==> config.mk <==
export PLATFORM = sky130hd
export DESIGN_NAME = arf_sequencer
export DESIGN_NICKNAME = d
export VERILOG_FILES = /design/src/rtl/arf_pkg.sv /design/src/rtl/arf_sequencer.sv
export SDC_FILE = /design/constraint.sdc
export NUM_CORES = 1
export LEC_CHECK = 0
export CAP_MARGIN = 5
export CORE_AREA = 5 5 53 55
export CTS_BUF_LIST = sky130_fd_sc_hd__clkbuf_4
export DETAILED_ROUTE_END_ITERATION = 7
export DIE_AREA = 0 0 58 60
export PLACE_DENSITY_LB_ADDON = 0.12
export SETUP_SLACK_MARGIN = 0.02
export SLEW_MARGIN = 20
export SYNTH_ARGS = -nofsm -noshare
export SYNTH_HDL_FRONTEND = slang
export SYNTH_SLANG_ARGS = --single-unit
==> constraint.sdc <==
create_clock -name Clock -period 1.8 [get_ports Clock]
set_input_delay 0.27 -clock Clock [delete_from_list [all_inputs] [get_ports Clock]]
set_output_delay 0.27 -clock Clock [all_outputs]
set_load 0.01 [all_outputs]
==> src/rtl/arf_pkg.sv <==
// Shared opcode, control-field and state encodings for the address register file sequencer,
// plus the Moore output decode used by arf_sequencer.
package arf_pkg;

    typedef enum logic [2:0] {
        OpNop    = 3'b000,
        OpJump   = 3'b001,
        OpPush   = 3'b010,
        OpPop    = 3'b011,
        OpCall   = 3'b100,
        OpRet    = 3'b101,
        OpIncpc  = 3'b110,
        OpClrall = 3'b111
    } op_e;

    typedef enum logic [2:0] {
        StIdle,
        StExec1,
        StExec2,
        StExec3,
        StWaitMem
    } state_e;

    localparam logic [2:0] FunDec   = 3'b000;
    localparam logic [2:0] FunInc   = 3'b001;
    localparam logic [2:0] FunLoad  = 3'b010;
    localparam logic [2:0] FunClear = 3'b011;

    localparam logic [1:0] SelPc = 2'b00;
    localparam logic [1:0] SelAr = 2'b10;
    localparam logic [1:0] SelSp = 2'b11;

    // Active-low register enables, {PC,AR,SP}.
    localparam logic [2:0] RegNone = 3'b111;
    localparam logic [2:0] RegPc   = 3'b011;
    localparam logic [2:0] RegAr   = 3'b101;
    localparam logic [2:0] RegSp   = 3'b110;
    localparam logic [2:0] RegAll  = 3'b000;

    typedef struct packed {
        logic       cmd_ready;
        logic       done;
        logic [2:0] reg_sel;
        logic [2:0] fun_sel;
        logic [1:0] outc_sel;
        logic [1:0] outd_sel;
        logic       isrc;
        logic       mem_write;
        logic       mem_read;
    } ctrl_t;

    localparam ctrl_t CtrlIdle = '{
        cmd_ready: 1'b1,
        done:      1'b0,
        reg_sel:   RegNone,
        fun_sel:   FunDec,
        outc_sel:  SelPc,
        outd_sel:  SelPc,
        isrc:      1'b0,
        mem_write: 1'b0,
        mem_read:  1'b0
    };

    function automatic ctrl_t decode(state_e st, op_e op);
        ctrl_t c;
        c           = CtrlIdle;
        c.cmd_ready = (st == StIdle);
        case (st)
            StExec1: begin
                case (op)
                    OpNop:    c.done = 1'b1;
                    OpJump:   begin c.reg_sel = RegPc;  c.fun_sel = FunLoad;  c.done = 1'b1; end
                    OpIncpc:  begin c.reg_sel = RegPc;  c.fun_sel = FunInc;   c.done = 1'b1; end
                    OpClrall: begin c.reg_sel = RegAll; c.fun_sel = FunClear; c.done = 1'b1; end
                    OpPush, OpCall: begin c.reg_sel = RegSp; c.fun_sel = FunDec; end
                    OpPop, OpRet:   begin c.outd_sel = SelSp; c.mem_read = 1'b1; end
                    default: ;
                endcase
            end
            StWaitMem: begin
                c.outd_sel = SelSp;
                c.mem_read = 1'b1;
            end
            StExec2: begin
                case (op)
                    OpPush: begin
                        c.outd_sel  = SelSp;
                        c.outc_sel  = SelAr;
                        c.mem_write = 1'b1;
                        c.done      = 1'b1;
                    end
                    OpCall: begin
                        c.outd_sel  = SelSp;
                        c.outc_sel  = SelPc;
                        c.mem_write = 1'b1;
                    end
                    OpPop, OpRet: begin
                        c.reg_sel  = (op == OpPop) ? RegAr : RegPc;
                        c.fun_sel  = FunLoad;
                        c.isrc     = 1'b1;
                        c.outd_sel = SelSp;
                    end
                    default: ;
                endcase
            end
            StExec3: begin
                case (op)
                    OpPop, OpRet: begin c.reg_sel = RegSp; c.fun_sel = FunInc;  c.done = 1'b1; end
                    OpCall:       begin c.reg_sel = RegPc; c.fun_sel = FunLoad; c.done = 1'b1; end
                    default: ;
                endcase
            end
            default: ;
        endcase
        return c;
    endfunction

endpackage

==> src/rtl/arf_sequencer.sv <==
// Command sequencer for the PC/AR/SP register file: turns one opcode into a short
// sequence of register-function and memory strobes, with registered Moore outputs.
module arf_sequencer #(
    parameter int unsigned OP_W    = 3,
    parameter int unsigned MEM_LAT = 1
) (
    input  logic            Clock,
    input  logic            Reset,
    input  logic            CmdValid,
    input  logic [OP_W-1:0] CmdOp,
    output logic            CmdReady,
    output logic            Done,
    output logic [2:0]      RegSel,
    output logic [2:0]      FunSel,
    output logic [1:0]      OutCSel,
    output logic [1:0]      OutDSel,
    output logic            ISrc,
    output logic            MemWrite,
    output logic            MemRead
);
    import arf_pkg::*;

    // Extra WAITMEM cycles beyond the first read cycle spent in EXEC1.
    localparam logic [1:0] WaitInit = (MEM_LAT > 1) ? 2'(MEM_LAT - 2) : 2'd0;

    state_e     state_q, state_d;
    op_e        op_q, op_d;
    logic [1:0] wait_q, wait_d;
    ctrl_t      ctrl_q;

    always_comb begin
        state_d = state_q;
        op_d    = op_q;
        wait_d  = wait_q;
        unique case (state_q)
            StIdle: begin
                if (CmdValid) begin
                    state_d = StExec1;
                    op_d    = op_e'(CmdOp[2:0]);
                end
            end
            StExec1: begin
                case (op_q)
                    OpPush, OpCall: state_d = StExec2;
                    OpPop, OpRet: begin
                        if (MEM_LAT > 1) begin
                            state_d = StWaitMem;
                            wait_d  = WaitInit;
                        end else begin
                            state_d = StExec2;
                        end
                    end
                    default: state_d = StIdle;
                endcase
            end
            StWaitMem: begin
                if (wait_q == 2'd0) begin
                    state_d = StExec2;
                end else begin
                    wait_d = wait_q - 2'd1;
                end
            end
            StExec2: state_d = (op_q == OpPush) ? StIdle : StExec3;
            StExec3: state_d = StIdle;
            default: state_d = StIdle;
        endcase
    end

    // Outputs are decoded from the next state so they line up with state_q after the edge.
    always_ff @(posedge Clock or negedge Reset) begin
        if (!Reset) begin
            state_q <= StIdle;
            op_q    <= OpNop;
            wait_q  <= 2'd0;
            ctrl_q  <= CtrlIdle;
        end else begin
            state_q <= state_d;
            op_q    <= op_d;
            wait_q  <= wait_d;
            ctrl_q  <= decode(state_d, op_d);
        end
    end

    assign CmdReady = ctrl_q.cmd_ready;
    assign Done     = ctrl_q.done;
    assign RegSel   = ctrl_q.reg_sel;
    assign FunSel   = ctrl_q.fun_sel;
    assign OutCSel  = ctrl_q.outc_sel;
    assign OutDSel  = ctrl_q.outd_sel;
    assign ISrc     = ctrl_q.isrc;
    assign MemWrite = ctrl_q.mem_write;
    assign MemRead  = ctrl_q.mem_read;

endmodule

Word level (Yosys, flattened, before mapping)

Index checks and enable logic that the tools add are counted.

Logic and storage cells: 65
Input port bits: 6
Output and inout port bits: 15
Bits in registers: 23

Reductions and logical operators: 10
Add/subtract/negate cells: 1
Multiplexer cells: 23
Bitwise operators: 1
Eq/ne operators: 18

Operator list:

| operator              | number |
|---|---|
| $eq A3 B3 Y1 const B  | 8 |
| $pmux W6 S4           | 1 |
| $eq A3 B2 Y1 const B  | 7 |
| $pmux W7 S3           | 1 |
| $mux W3               | 5 |
| $mux W2               | 7 |
| $pmux W7 S2           | 1 |
| $pmux W3 S4           | 1 |
| $reduce_or A4 Y1      | 3 |
| $eq A3 B1 Y1 const B  | 3 |
| $logic_not A3 Y1      | 3 |
| $mux W6               | 1 |
| $pmux W2 S3           | 1 |
| $mux W1               | 4 |
| $reduce_or A2 Y1      | 2 |
| $logic_not A2 Y1      | 1 |
| $pmux W1 S2           | 1 |
| $reduce_and A2 Y1     | 1 |
| $sub A2 B1 Y2 const B | 1 |
| $not A1 Y1            | 1 |

Depth between registers and ports, before layout

Gate-level depths: netlist (run 1).

Word-level depth: 6
Depth in mapped cells: 7
Depth with buffers taken out: 6

Worst setup path before layout (run 1)

OpenSTA, ideal clock, no wires.

Kind: register to register
Start: register state_q[2]
End: register ctrl_q, in the netlist FunSel[1]
Slack: 28 ps
Cell stages (with the launch flop): 7
Buffers on the path: 2
Clock period less this slack: 1772 ps
Library setup time: 65 ps
Required time: 1735 ps
Arrival: 1707 ps
Cell sequence: dfrtp_1 buf_6 or4b_1 buf_2 or3_1 a21oi_2 a31o_1

Cells in the longest elaborated chain, start to end: 6
Elaborated cells on any way between the ends: 24
Those cells by class: eq/ne (13); mux (8); reduce/logical (3)

Ends and longest elaborated chain:

| item                                       | RTL line                      | RTL |
|---|---|---|
| start: declaration                         | arf_sequencer.sv:26           | `state_e state_q, state_d;` |
| start signal: assignment                   | arf_sequencer.sv:72           | `state_q <= StIdle;` |
| start signal: assignment                   | arf_sequencer.sv:77           | `state_q <= state_d;` |
| $logic_not A3 Y1                           | arf_sequencer.sv:35           | `unique case (state_q)` |
| $mux W3                                    | arf_sequencer.sv:35           |  |
| $eq A3 B3 Y1, or another cell as far along | arf_pkg.sv:70, arf_pkg.sv:107 |  |
| $reduce_or A2 Y1, on equally long branches | --                            |  |
| $pmux W6 S4, or another cell as far along  | arf_pkg.sv:70                 | `case (op)` |
| $pmux W7 S3 (*)                            | arf_pkg.sv:68                 | `case (st)` |
| end signal: assignment                     | arf_sequencer.sv:75           | `ctrl_q <= CtrlIdle;` |
| end signal: assignment                     | arf_sequencer.sv:80           | `ctrl_q <= decode(state_d, op_d);` |
| end: declaration                           | arf_sequencer.sv:29           | `ctrl_t ctrl_q;` |

Every way passes the cells marked *; elsewhere a longest branch is shown, timed or not.
A chain may end at the register's enable or synchronous reset.

Worst setup path in the final report (run 1)

Start: register state_q[0]
End: register ctrl_q, in the netlist FunSel[1]

The elaborated chain is that of the path after synthesis.

==> flow_summary.ini, run 1 <==
[run_status]
status = complete, no violations

[placed_design]
port_buffers = 18
place_congestion = 0.868
hpwl_um = 1500
detailedPlace.worstSlack_ns = -0.221

[cells_and_area]
finish.utilization = 0.580
nets = 138
drive_above_1_share = 0.262
antenna-diode-count = 0
syn_to_final_growth_pct = 36.0

[setup_path]
rr_worst_depth = 4
critPathLaunchType = flop
critPathMaxStageDelay_ns = 0.53
cp-end-kind = flop
crit_chain = or4b_1, or3_1, a21oi_2, a31o_1
cp_slowest_cell = or4b_1
crit_buf_inv = 0
crit_fanout = 6
cp.arrival_ns = 1.98
r2r_start = state_q[0]$_DFF_PN0_
cp.required_ns = 2.04
regToRegSetupSlack_ns = 0.06
worst_r2r_endpoint = FunSel[1]$_DFF_PN0_
criticalPathCategory = reg -> reg
crit_family = simple AND/OR/NAND/NOR gates

[yosys]
yosysSeqAreaShare = 0.506
async_reset_ff_frac = 1.00
yosysTopAreaCell = dfrtp_1
syn_avg_cell_area_um2 = 10.2
synth_most_common_cell = nand2_1
yosys_most_used_dff = dfrtp_1
syn_area_um2 = 998
synthCells = 98
synth.area.top_cells = dfrtp_1 (40%), dfstp_2 (11%), nand2_1 (6.8%), buf_4 (3.0%), nor4b_2 (3.0%)
yosysTopAreaCellShare = 0.401
yosys_warnings = 0
synthTopCellsByCount = nand2_1 (18), dfrtp_1 (16)
synthDistinctLibCells = 39
synth_seq_cells = 20
synth_edf_count = 0

[sta]
grt_setup_unrepaired = true
timing.fmax_mhz = 575
setup_viol = 0
slew_violations = 0
setup_ws_ns = 0.0606
finClkSkew_ns = 0.00507
fin_crit_ns = 1.74
finalHoldViolations = 0
finalCritPeriodShare = 0.966
setup_tns_ns = 0

[route]
drcViolationCount = 0
drtIter0Drc = 19
vias = 812
viasPerCell = 5.08
wl_per_cell_um = 13.1
drt-total-wl_um = 2090
antenna_left = 0
drt_pre_antenna_iters = 4

[die]
rows = 18
dieArea_um2 = 3480
core_um2 = 2340
initial_core_util = 0.426
die_w_um = 58
ios = 21
die-height_um = 60

[power_and_ir_drop]
leakage_uw = 0.000598
ir_drop_mv = 0.727
pwr_density_cell_nw_per_um2 = 1380

[global_routing]
use_met1 = 0.168
busiest_layer = met2
antenna_found_initial = 0
use_met3 = 0.0281
grt_pass1_vias = 810
grt_pass1_wl_um = 3470
track_usage = 0.132
grt_max_degree = 21
grt.met2_usage = 0.215
gr-total-overflow = 0

[hold_path]
min_path_type = in -> async

[clock_tree]
cts_num_sinks = 20
htreeDepth = 1
clk_path_buf_depth = 2
cts_buffers = 3
holdBufCountCts = 0
clk_pin_slew_ns = 0.11
cts_tree = yes
cts-root-buf = clkbuf_4
clkLatencyLatePin_ns = 0.30

[run]
maxCapViolations = 0
-- flip-flops by register name, summed over array words and instances (netlist names), 2 cells and up --
name and cells:
FunSel 2, wait_q 2, state_q 3, op_q 3
RegSel 3
-- what timing repair did --
action | 4_1_cts | 5_1_grt
setup endpoints to repair | 1 | 4
pin swaps | 0 | 2
resized for setup | 0 | 7
setup buffers | 1 | 2
-- routing by layer --
metal	up-vias	wire length, um
met5	-	0
met4	0	28
met3	4	114
met2	23	1030
met1	378	914
li1	407	-
-- worst max-delay path by stage --
stage,from,endpoint,cells after the start
5_1_grt,state_q[0]$_DFF_PN0_,FunSel[1]$_DFF_PN0_,4
6_report,state_q[0]$_DFF_PN0_,FunSel[1]$_DFF_PN0_,4
3_3_place_gp,CmdValid,RegSel[2]$_DFF_PN1_,6
2_1_floorplan,state_q[2]$_DFF_PN0_,FunSel[1]$_DFF_PN0_,6
3_5_place_dp,CmdValid,RegSel[2]$_DFF_PN1_,6
4_1_cts,state_q[0]$_DFF_PN0_,RegSel[2]$_DFF_PN1_,5
-- through the flow --
| stage | hold WS [ns] | instances | total power, uW | instance area, um^2 |
|---|---|---|---|---|
| global placement | 0.513 | 153 | 1570 | 1270 |
| global route | 0.293 | 160 | 2030 | 1360 |
| floorplan | -0.0256 | 99 | 1180 | 1000 |
| CTS | 0.287 | 158 | 1820 | 1310 |
| detailed placement | 0.525 | 153 | 1570 | 1270 |
| finish | 0.283 | 160 | 1880 | 1360 |
-- layout by cell type, fill, tap and decap left out, types with 3 or more instances in the layout --
cell and instances:
clkdlybuf4s50_1 18, nand2_1 17, buf_4 16, dfrtp_1 15, dfstp_2 4, o21ai_0 4
nor2_1 4, a21oi_1 4, clkbuf_4 4, inv_1 3, or3_1 3, nor3_1 3
-- where the power goes --
| part | internal, uW | switching [uW] |
|---|---|---|
| logic | 491 | 474 |
| clock network | 101 | 134 |
| registers | 596 | 83.4 |
| total | 1190 | 691 |
-- layout make-up --
class / count / area [um^2]
Sequential cell: 20 / 507
Tap cell: 30 / 37.5
Timing Repair Buffer: 34 / 300
Clock buffer: 4 / 30.0
Fill cell: 203 / 985
Multi-Input combinational cell: 69 / 472
Inverter: 3 / 11.3
-- cells by family after synthesis --
kind of cell / after synthesis / synth area share
adder cells (fa/ha/maj): 1 / 0.0125
XOR/XNOR: 2 / 0.0175
buffers and inverters: 10 / 0.0614
AO/OA/AOI/OAI: 21 / 0.155
flip-flops: 20 / 0.506
AND/OR/NAND/NOR: 43 / 0.243
other: 1 / 0.00376
Note: power is estimated with default switching activity, not from simulation.
==> run 2, diff against run 1 <==
Settings changed: SETUP_SLACK_MARGIN 0.02 to default.
Clock period 1.8 ns to 1.5 ns, I/O delays scaled along.
==> flow_summary.ini, run 2 (synthesis gave the netlist of run 1 again) <==
[cells_and_area]
drive_above_1_share = 0.422
final_cell_mix = buf_4 (27), nand2_1 (17), dfrtp_1 (14), clkdlybuf4s50_1 (14), buf_6 (5)
syn_to_final_growth_pct = 56.5
final_common_cell = buf_4
fillers = 182
nets = 155
regArea_um2 = 508
multiInputGateArea_um2 = 526
antenna-diode-count = 0

[clock_tree]
holdBufCountCts = 0
cts-root-buf = clkbuf_4
htreeDepth = 1
cts_num_sinks = 20
clk_pin_slew_ns = 0.12
clkLatencyLatePin_ns = 0.30
clk_path_buf_depth = 2
cts_buffers = 3
cts_tree = yes

[power_and_ir_drop]
leakage_uw = 0.000705
pwr-share-seq = 0.318
pwr-share-clk = 0.102
power.total_uw = 2590
p_int_uw = 1630
ir_drop_mv = 1.00
switching_power_uw = 961
power_frac_comb = 0.580
pwr_density_cell_nw_per_um2 = 1660
swShare = 0.371

[setup_path]
cp.required_ns = 1.75
criticalPathCategory = reg -> reg
critPathMaxStageDelay_ns = 0.57
cp_slowest_cell = or4b_4
critPathLaunchType = flop
crit_chain = or4b_4, or3_4, a21oi_2, a31o_1
cp-end-kind = flop
crit_fanout = 4
cp.arrival_ns = 1.92

[sta]
fin_crit_ns = 1.67
timing.fmax_mhz = 600
finClkSkew_ns = 0.00567
relSlewSlack = 0.667
holdWs_ns = 0.249
worst_pin_slew_ns = 0.499
setup_ws_ns = -0.168
setup_viol = 10
finalCritPeriodShare = 1.11
finalHoldViolations = 0
grt_setup_unrepaired = true
slew_violations = 0

[placed_design]
port_buffers = 18
hpwl_um = 1710
place_congestion = 0.897

[route]
antenna_left = 0
viasPerCell = 5.12
vias = 907
drcViolationCount = 0
drtIter0Drc = 14
drt_pre_antenna_iters = 4
drt-total-wl_um = 2400
wl_per_cell_um = 13.6

[global_routing]
gr-total-overflow = 0
grt_pass1_vias = 901
grt_max_degree = 21
track_usage = 0.155
antenna_found_initial = 0
grt_pass1_wl_um = 3970

[hold_path]
min_path_type = in -> async

[die]
dieArea_um2 = 3480
rows = 18
die_w_um = 58
ios = 21
initial_core_util = 0.426
core_um2 = 2340
die-height_um = 60

[run]
maxCapViolations = 0

[run_status]
violations = setup timing
status = complete, but fails checks
run 2: changes by cell type in the layout (fill, tap and decap cells not counted), moves of 3 or more:
cell	before	now
dlygate4sd2_1	0	4
clkdlybuf4s50_1	18	14
buf_6	0	5
nor3_2	0	3
buf_4	16	27
nor3_1	3	0
o21ai_0	4	1
run 2: critical path, delay by kind of cell (launching register included):
| kind | cells | cell delay, ns |
|---|---|---|
| and+or+nand+nor | 2 | 0.91 |
| DFF | 1 | 0.43 |
| AOI/OAI and AO/OA | 2 | 0.27 |
run 2: cell type report:
cell class / instances / area share
Inverter: 3 / 0.00721
Tap cell: 30 / 0.0240
Sequential cell: 20 / 0.325
Timing Repair Buffer: 51 / 0.291
Clock inverter: 1 / 0.00240
Multi-Input combinational cell: 69 / 0.336
Clock buffer: 3 / 0.0144
run 2: stage by stage:
step | util | setup WS (ns) | cells | TNS (ns) | area [um^2]
2_1_floorplan | - | -0.272 | 99 | -1.28 | 1020
3_3_place_gp | 0.594 | -0.405 | 168 | -4.02 | 1390
3_5_place_dp | 0.594 | -0.456 | 168 | -4.47 | 1390
4_1_cts | 0.647 | -0.167 | 175 | -1.15 | 1520
5_1_grt | 0.667 | -0.226 | 177 | -1.69 | 1560
6_report | 0.667 | -0.168 | 177 | -1.05 | 1560
run 2: final timing paths:
| kind | from | to | slack [ns] | depth (start not counted) |
|---|---|---|---|---|
| max in group asynchronous | Reset | RegSel[1]$_DFF_PN1_ | 0.98 | 2 |
| max reg2reg | state_q[2]$_DFF_PN0_ | FunSel[1]$_DFF_PN0_ | -0.17 | 4 |
| min in group Clock | op_q[2]$_DFF_PN0_ | op_q[2]$_DFF_PN0_ | 0.60 | 2 |
| max | state_q[2]$_DFF_PN0_ | FunSel[1]$_DFF_PN0_ | -0.17 | 4 |
| min reg2reg | op_q[2]$_DFF_PN0_ | op_q[2]$_DFF_PN0_ | 0.60 | 2 |
| min | Reset | OutDSel[0]$_DFF_PN0_ | 0.25 | 2 |
run 2: power by group through the flow:
stage                     logic [uW]  clock network [uW]  registers [uW]
after global placement          1240                   0             806
after floorplan                  585                   0             854
final                           1500                 264             824
after CTS                       1400                 277             806
after global routing            1600                 298             846
after detailed placement        1250                   0             808
run 2: layer usage:
metal | part of all wire | global-route usage | wire, um | up-vias
met1 | 0.44 | 0.187 | 1050 | 433
met5 | 0 | 0 | 0 | -
met2 | 0.49 | 0.255 | 1170 | 22
met4 | 0.026 | 0.0960 | 62 | 0
li1 | - | - | - | 446
met3 | 0.047 | 0.0302 | 113 | 6
run 2: timing repair:
item	4_1_cts	5_1_grt
pin swaps	11	5
gates resized for setup	18	9
cloned	0	0
buffers inserted	3	3
setup endpoints to repair	16	14
endpoints found under the hold margin	0	0
